**config.mk**
```make
export PLATFORM = sky130hd
export DESIGN_NAME = tensor_core_4x4
export DESIGN_NICKNAME = d
export VERILOG_FILES = /design/src/rtl/tensor_core_pkg.sv /design/src/rtl/tensor_core_mac_lane.sv /design/src/rtl/tensor_core_4x4.sv
export SDC_FILE = /design/constraint.sdc
export NUM_CORES = 2
export LEC_CHECK = 0
export CAP_MARGIN = 5
export CORE_AREA = 4 4 244 366
export CTS_BUF_LIST = sky130_fd_sc_hd__clkbuf_2 sky130_fd_sc_hd__clkbuf_4 sky130_fd_sc_hd__clkbuf_8
export CTS_CLUSTER_SIZE = 12
export DETAILED_ROUTE_END_ITERATION = 16
export DIE_AREA = 0 0 248 370
export GPL_TIMING_DRIVEN = 0
export PLACE_DENSITY = 0.76
export RECOVER_POWER = 100
export REMOVE_ABC_BUFFERS = 1
export SETUP_SLACK_MARGIN = 0.02
export SYNTH_ARGS = -nofsm -noshare
export SYNTH_HDL_FRONTEND = slang
export SYNTH_SLANG_ARGS = --single-unit
```
**constraint.sdc**
```tcl
create_clock -name clock_in -period 17.8 [get_ports clock_in]
set_clock_uncertainty 0.05 [all_clocks]
set_input_delay 1.78 -clock clock_in [delete_from_list [all_inputs] [get_ports clock_in]]
set_output_delay 1.78 -clock clock_in [all_outputs]
set_load 0.01 [all_outputs]
```
**src/rtl/tensor_core_pkg.sv**
```systemverilog
// Shared constants, element/matrix types and FSM states for the 4x4 tensor core.
// Matrices are packed [row][col] so they travel across ports as a single bus.
package tensor_core_pkg;

  localparam int DATA_WIDTH = 8;
  localparam int DIM        = 4;
  localparam int ACC_WIDTH  = 2*DATA_WIDTH + 2;
  localparam int K_WIDTH    = $clog2(DIM + 1);
  localparam int IDX_WIDTH  = $clog2(DIM);

  typedef logic signed [DATA_WIDTH-1:0] elem_t;
  typedef elem_t [DIM-1:0][DIM-1:0] matrix_t;

  typedef enum logic [1:0] {
    IDLE,
    COMPUTE,
    DONE,
    WAIT_RELEASE
  } tc_state_t;

endpackage

```
**src/rtl/tensor_core_mac_lane.sv**
```systemverilog
// One multiply-accumulate lane: acc += a*b with a full-precision signed product.
// The accumulator is wide enough that DIM products never overflow.
module tensor_core_mac_lane
  import tensor_core_pkg::*;
(
  input  logic                        clock_in,
  input  logic                        reset_in,
  input  logic                        clear,
  input  logic                        enable,
  input  elem_t                       operand_a,
  input  elem_t                       operand_b,
  output logic signed [ACC_WIDTH-1:0] acc
);

  logic signed [2*DATA_WIDTH-1:0] product;
  logic signed [ACC_WIDTH-1:0]    product_ext;

  assign product     = operand_a * operand_b;
  assign product_ext = product;

  always_ff @(posedge clock_in or negedge reset_in) begin
    if (!reset_in) begin
      acc <= '0;
    end else if (clear) begin
      acc <= '0;
    end else if (enable) begin
      acc <= acc + product_ext;
    end
  end

endmodule

```
**src/rtl/tensor_core_4x4.sv**
```systemverilog
// DIM x DIM signed matrix multiply: one k-step per cycle across all lanes, then a
// registered low-byte result and a one-cycle done pulse (one pulse per start assertion).
module tensor_core_4x4
  import tensor_core_pkg::*;
(
  input  logic    clock_in,
  input  logic    reset_in,
  input  logic    should_start_tensor_core,
  input  logic    tensor_core_register_file_write_enable,
  input  matrix_t tensor_core_input1,
  input  matrix_t tensor_core_input2,
  output matrix_t tensor_core_output,
  output logic    is_done_with_calculation
);

  tc_state_t state, next_state;

  logic [K_WIDTH-1:0]   k;
  logic [IDX_WIDTH-1:0] k_sel;
  matrix_t              a_reg, b_reg;
  logic                 capture, mac_en, load_out;

  logic signed [ACC_WIDTH-1:0] acc [DIM][DIM];
  logic [DIM*DIM-1:0]          unused_acc_hi;

  assign k_sel                    = k[IDX_WIDTH-1:0];
  assign is_done_with_calculation = (state == DONE);

  // k runs 0..DIM-1 accumulating; the extra k==DIM cycle latches the finished sums.
  always_comb begin
    next_state = state;
    capture    = 1'b0;
    mac_en     = 1'b0;
    load_out   = 1'b0;
    case (state)
      IDLE: begin
        if (should_start_tensor_core && !tensor_core_register_file_write_enable) begin
          next_state = COMPUTE;
          capture    = 1'b1;
        end
      end
      COMPUTE: begin
        if (tensor_core_register_file_write_enable) begin
          next_state = IDLE;
        end else if (k == K_WIDTH'(DIM)) begin
          next_state = DONE;
          load_out   = 1'b1;
        end else begin
          mac_en = 1'b1;
        end
      end
      DONE: begin
        next_state = should_start_tensor_core ? WAIT_RELEASE : IDLE;
      end
      WAIT_RELEASE: begin
        if (!should_start_tensor_core) begin
          next_state = IDLE;
        end
      end
      default: next_state = IDLE;
    endcase
  end

  always_ff @(posedge clock_in or negedge reset_in) begin
    if (!reset_in) begin
      state              <= IDLE;
      k                  <= '0;
      a_reg              <= '0;
      b_reg              <= '0;
      tensor_core_output <= '0;
    end else begin
      state <= next_state;
      if (capture) begin
        a_reg <= tensor_core_input1;
        b_reg <= tensor_core_input2;
        k     <= '0;
      end else if (mac_en) begin
        k <= k + 1'b1;
      end
      if (load_out) begin
        for (int i = 0; i < DIM; i++) begin
          for (int j = 0; j < DIM; j++) begin
            tensor_core_output[i][j] <= acc[i][j][DATA_WIDTH-1:0];
          end
        end
      end
    end
  end

  for (genvar i = 0; i < DIM; i++) begin : g_row
    for (genvar j = 0; j < DIM; j++) begin : g_col
      tensor_core_mac_lane u_lane (
        .clock_in  (clock_in),
        .reset_in  (reset_in),
        .clear     (capture),
        .enable    (mac_en),
        .operand_a (a_reg[i][k_sel]),
        .operand_b (b_reg[k_sel][j]),
        .acc       (acc[i][j])
      );
      // Upper accumulator bits are dropped by the two's-complement wrap on output.
      assign unused_acc_hi[i*DIM+j] = ^acc[i][j][ACC_WIDTH-1:DATA_WIDTH];
    end
  end

endmodule

```
==> flow_summary_export.csv <==
group,metric,value,unit
timing,max_freq,0.0847,GHz
worst_setup_path,required,18.35,ns
global_route,overflow,0,
cells_and_area,fin_nets,5225,
logic_synthesis,synth_edf_count,0,
worst_setup_path,worst-path-max-fanout,62,
timing,finalCriticalPeriod,11.81,ns
global_route,grt_pass1_wl,175,mm
clock_tree,cts-root-buf,"clkbuf_8",
worst_hold_path,hold_depth,2,
global_route,grt_pass1_vias,31292,
placement,dp_cells,5405,
placement,place_congestion,0.859,
floorplanning,die_w,248,µm
route,routed_wl,112,mm
outcome,status,"complete, but fails checks",
route,wl_per_cell,20.1,µm
logic_synthesis,yosysUniqueCellTypes,29,
logic_synthesis,yosysSeqAreaShare,0.336,
route,drc_errors,0,
cells_and_area,layoutNonFillerInstCount,5570,
logic_synthesis,synthFlopType,"dfrtp_1",
clock_tree,clkTransAtPathRegs,0.07,ns
cells_and_area,synthToLayoutAreaGrowth,18.9,%
clock_tree,clock_path_buffers,3,
clock_tree,cts_setup_buffers,0,
route,ant_nets,0,
timing,relSlewSlack,-2.71,
worst_setup_path,end_kind,"register",
clock_tree,cts_buffers,87,
logic_synthesis,synth_top_area_share,0.336,
worst_hold_path,hold_class,"register to register",
timing,drv_slew,702,
worst_setup_path,crit_family,"buffers and inverters",
worst_setup_path,cp_cell_sequence,"clkinvlp_2 -> o21ai_0 -> clkbuf_1 -> nor2_1 -> fa_1 -> fa_1 -> ha_1 -> fa_1 -> ha_1 -> ha_1 -> a21o_1 -> a21oi_1 -> xnor2_1 -> xnor2_1 -> xnor3_1 -> o21ai_0",
logic_synthesis,synth_most_common_cell,"nand2_1",
timing,tightest_slew,5.56,ns
clock_tree,cts_sinks,517,
logic_synthesis,synth_commonest_cells,"nand2_1 (1267), dfrtp_1 (517), inv_1 (401), ha_1 (322), fa_1 (288)",
clock_tree,post_cts_resized,0,
global_route,antenna_found_initial,6,
clock_tree,cts_tree,"done",
worst_setup_path,cp.depth,16,
timing,post-route-period-util,0.664,
worst_setup_path,critPathArrivalTime,12.36,ns
placement,dp_hpwl,81.3,mm
worst_setup_path,startpoint_type,"register",
floorplanning,io_pins,389,
logic_synthesis,syn_inst,4009,
clock_tree,hold_buffers,0,
logic_synthesis,synth_area_leader_cell,"dfrtp_1",
floorplanning,dieArea,91800,µm²
worst_setup_path,criticalPathCategory,"register to register",
logic_synthesis,synth.cell_area,38500,µm²
outcome,violations,"max-capacitance violations, max-slew violations",
floorplanning,initial_core_util,0.448,
worst_setup_path,worstSetupStartpoint,"k[1]",
worst_setup_path,cp_slowest_cell,"clkinvlp_2",
worst_setup_path,r2r_start,"k[1]",
logic_synthesis,yosysWarnings,0,
route,num_vias,29093,
clock_tree,h-tree-depth,3,
logic_synthesis,postSynthAreaPerCell,9.61,µm²
global_route,grt_usage,0.248,
worst_setup_path,critPathMaxStageDelay,3.07,ns
flow_run,maxCapViolations,17,
timing,setup_viol_count_final,0,
worst_hold_path,hp-start,"a_reg[125]",
logic_synthesis,synth_area_leaders,"dfrtp_1 (34%), fa_1 (15%), nand2_1 (12%)",
placement,port_buffers,388,
global_route,grt_max_degree,106,
route,via_per_inst,5.22,
floorplanning,die_height,370,µm
worst_setup_path,reg2reg_depth,16,
timing,grt_setup_unrepaired,"false",
floorplanning,core,86000,µm²
route,drt_pass1_iterations,7,
timing,hold_viol,0,
route,drt_iter0_markers,1635,
worst_setup_path,crit_buf_inv,2,
cells_and_area,drive_above_1_share,0.0967,
clock_tree,clock_latency,0.77,ns
floorplanning,core.rowCount,132,
logic_synthesis,yosys_register_bits,517,
logic_synthesis,ys_async_sr_fraction,1.00,
==> path summary, 6_finish.rpt <==
kind | endpoint | slack, ns
max reg2reg | g_row[0].g_col[0].u_lane.acc[7] | 5.99
max in group asynchronous | a_reg[84] | 8.70
min reg2reg | a_reg[125] | 0.42
min | a_reg[125] | 0.42
min in group asynchronous | b_reg[8] | 2.26
max | g_row[0].g_col[0].u_lane.acc[7] | 5.99
==> cell type report <==
class	instances	area, µm²
fill	7632	40300
multi-input combinational	2879	23200
sequential	517	12900
timing repair buffer	468	4650
clock buffer	128	1690
inverter	402	1510
tap	1139	1430
clock inverter	32	327
antenna	5	12.5
==> stage by stage <==
| stage | setup TNS (ns) | hold WS (ns) | worst slack (ns) | util | area (µm²) |
|---|---|---|---|---|---|
| final | 0 | 0.420 | 5.99 | 0.532 | 45800 |
| after CTS | 0 | 0.424 | 11.25 | 0.538 | 46300 |
| after floorplan | -2868.92 | 0.390 | -9.36 | - | 37600 |
| after global placement | - | 0.402 | -26.60 | 0.499 | 43000 |
| after detailed placement | 0 | 0.407 | 11.31 | 0.514 | 44300 |
| after global routing | 0 | 0.443 | 5.50 | 0.532 | 45800 |
==> worst reg2reg max path, stage by stage, from the launching register on <==
cell and delay (ns):
dfrtp_1 1.26, clkinvlp_2 3.10, o21ai_0 2.69, clkbuf_1 0.69, nor2_1 0.17, fa_1 0.52
fa_1 0.50, ha_1 0.33, fa_1 0.50, ha_1 0.33, ha_1 0.30, a21o_1 0.15
a21oi_1 0.22, xnor2_1 0.13, xnor2_1 0.24, xnor3_1 0.35, o21ai_0 0.14
==> routing by layer <==
layer | GRT usage | routed length [µm] | vias up
li1 | - | - | 13289
met1 | 0.295 | 43400 | 14568
met2 | 0.414 | 53400 | 899
met3 | 0.0567 | 7720 | 333
met4 | 0.138 | 7150 | 4
met5 | 0 | 36 | -
==> cells in the final DEF, fill, tap and decap left out, types with 5 or more instances in the layout <==
cell type and instances:
nand2_1 1267, dfrtp_1 516, inv_1 401, ha_1 322, fa_1 288, clkdlybuf4s50_1 257
xnor2_1 224, mux2_2 157, nor2_1 156, dlygate4sd3_1 130, clkbuf_8 116, and2_1 88
nand3_1 66, o31ai_1 65, mux4_2 64, clkbuf_1 48, o21ai_0 42, xor2_1 33
mux2i_1 30, clkinv_2 20, a21oi_1 18, buf_8 17, a21o_1 16, xnor3_1 16
clkbuf_4 12, o21ai_1 11, buf_16 11, o21ai_2 10, bufinv_16 6, diode_2 5
clkinvlp_4 5, buf_4 5
==> cells by family (layout without fill, tap and decap cells) <==
| family | after synthesis | count (layout) | share of synthesized area |
|---|---|---|---|
| AO/OA/AOI/OAI | 163 | 163 | 0.0264 |
| buffers and inverters | 613 | 1030 | 0.0618 |
| flip-flops | 517 | 517 | 0.336 |
| XOR/XNOR | 273 | 273 | 0.0678 |
| multiplexers | 252 | 252 | 0.0914 |
| adder cells (fa/ha/maj) | 610 | 610 | 0.254 |
| AND/OR/NAND/NOR | 1581 | 1581 | 0.162 |
| other | 0 | 5 | 0 |
Power is left out: the tool's default activity adds up to more than one toggle a clock period on the data nets, which glitch-free logic cannot reach.
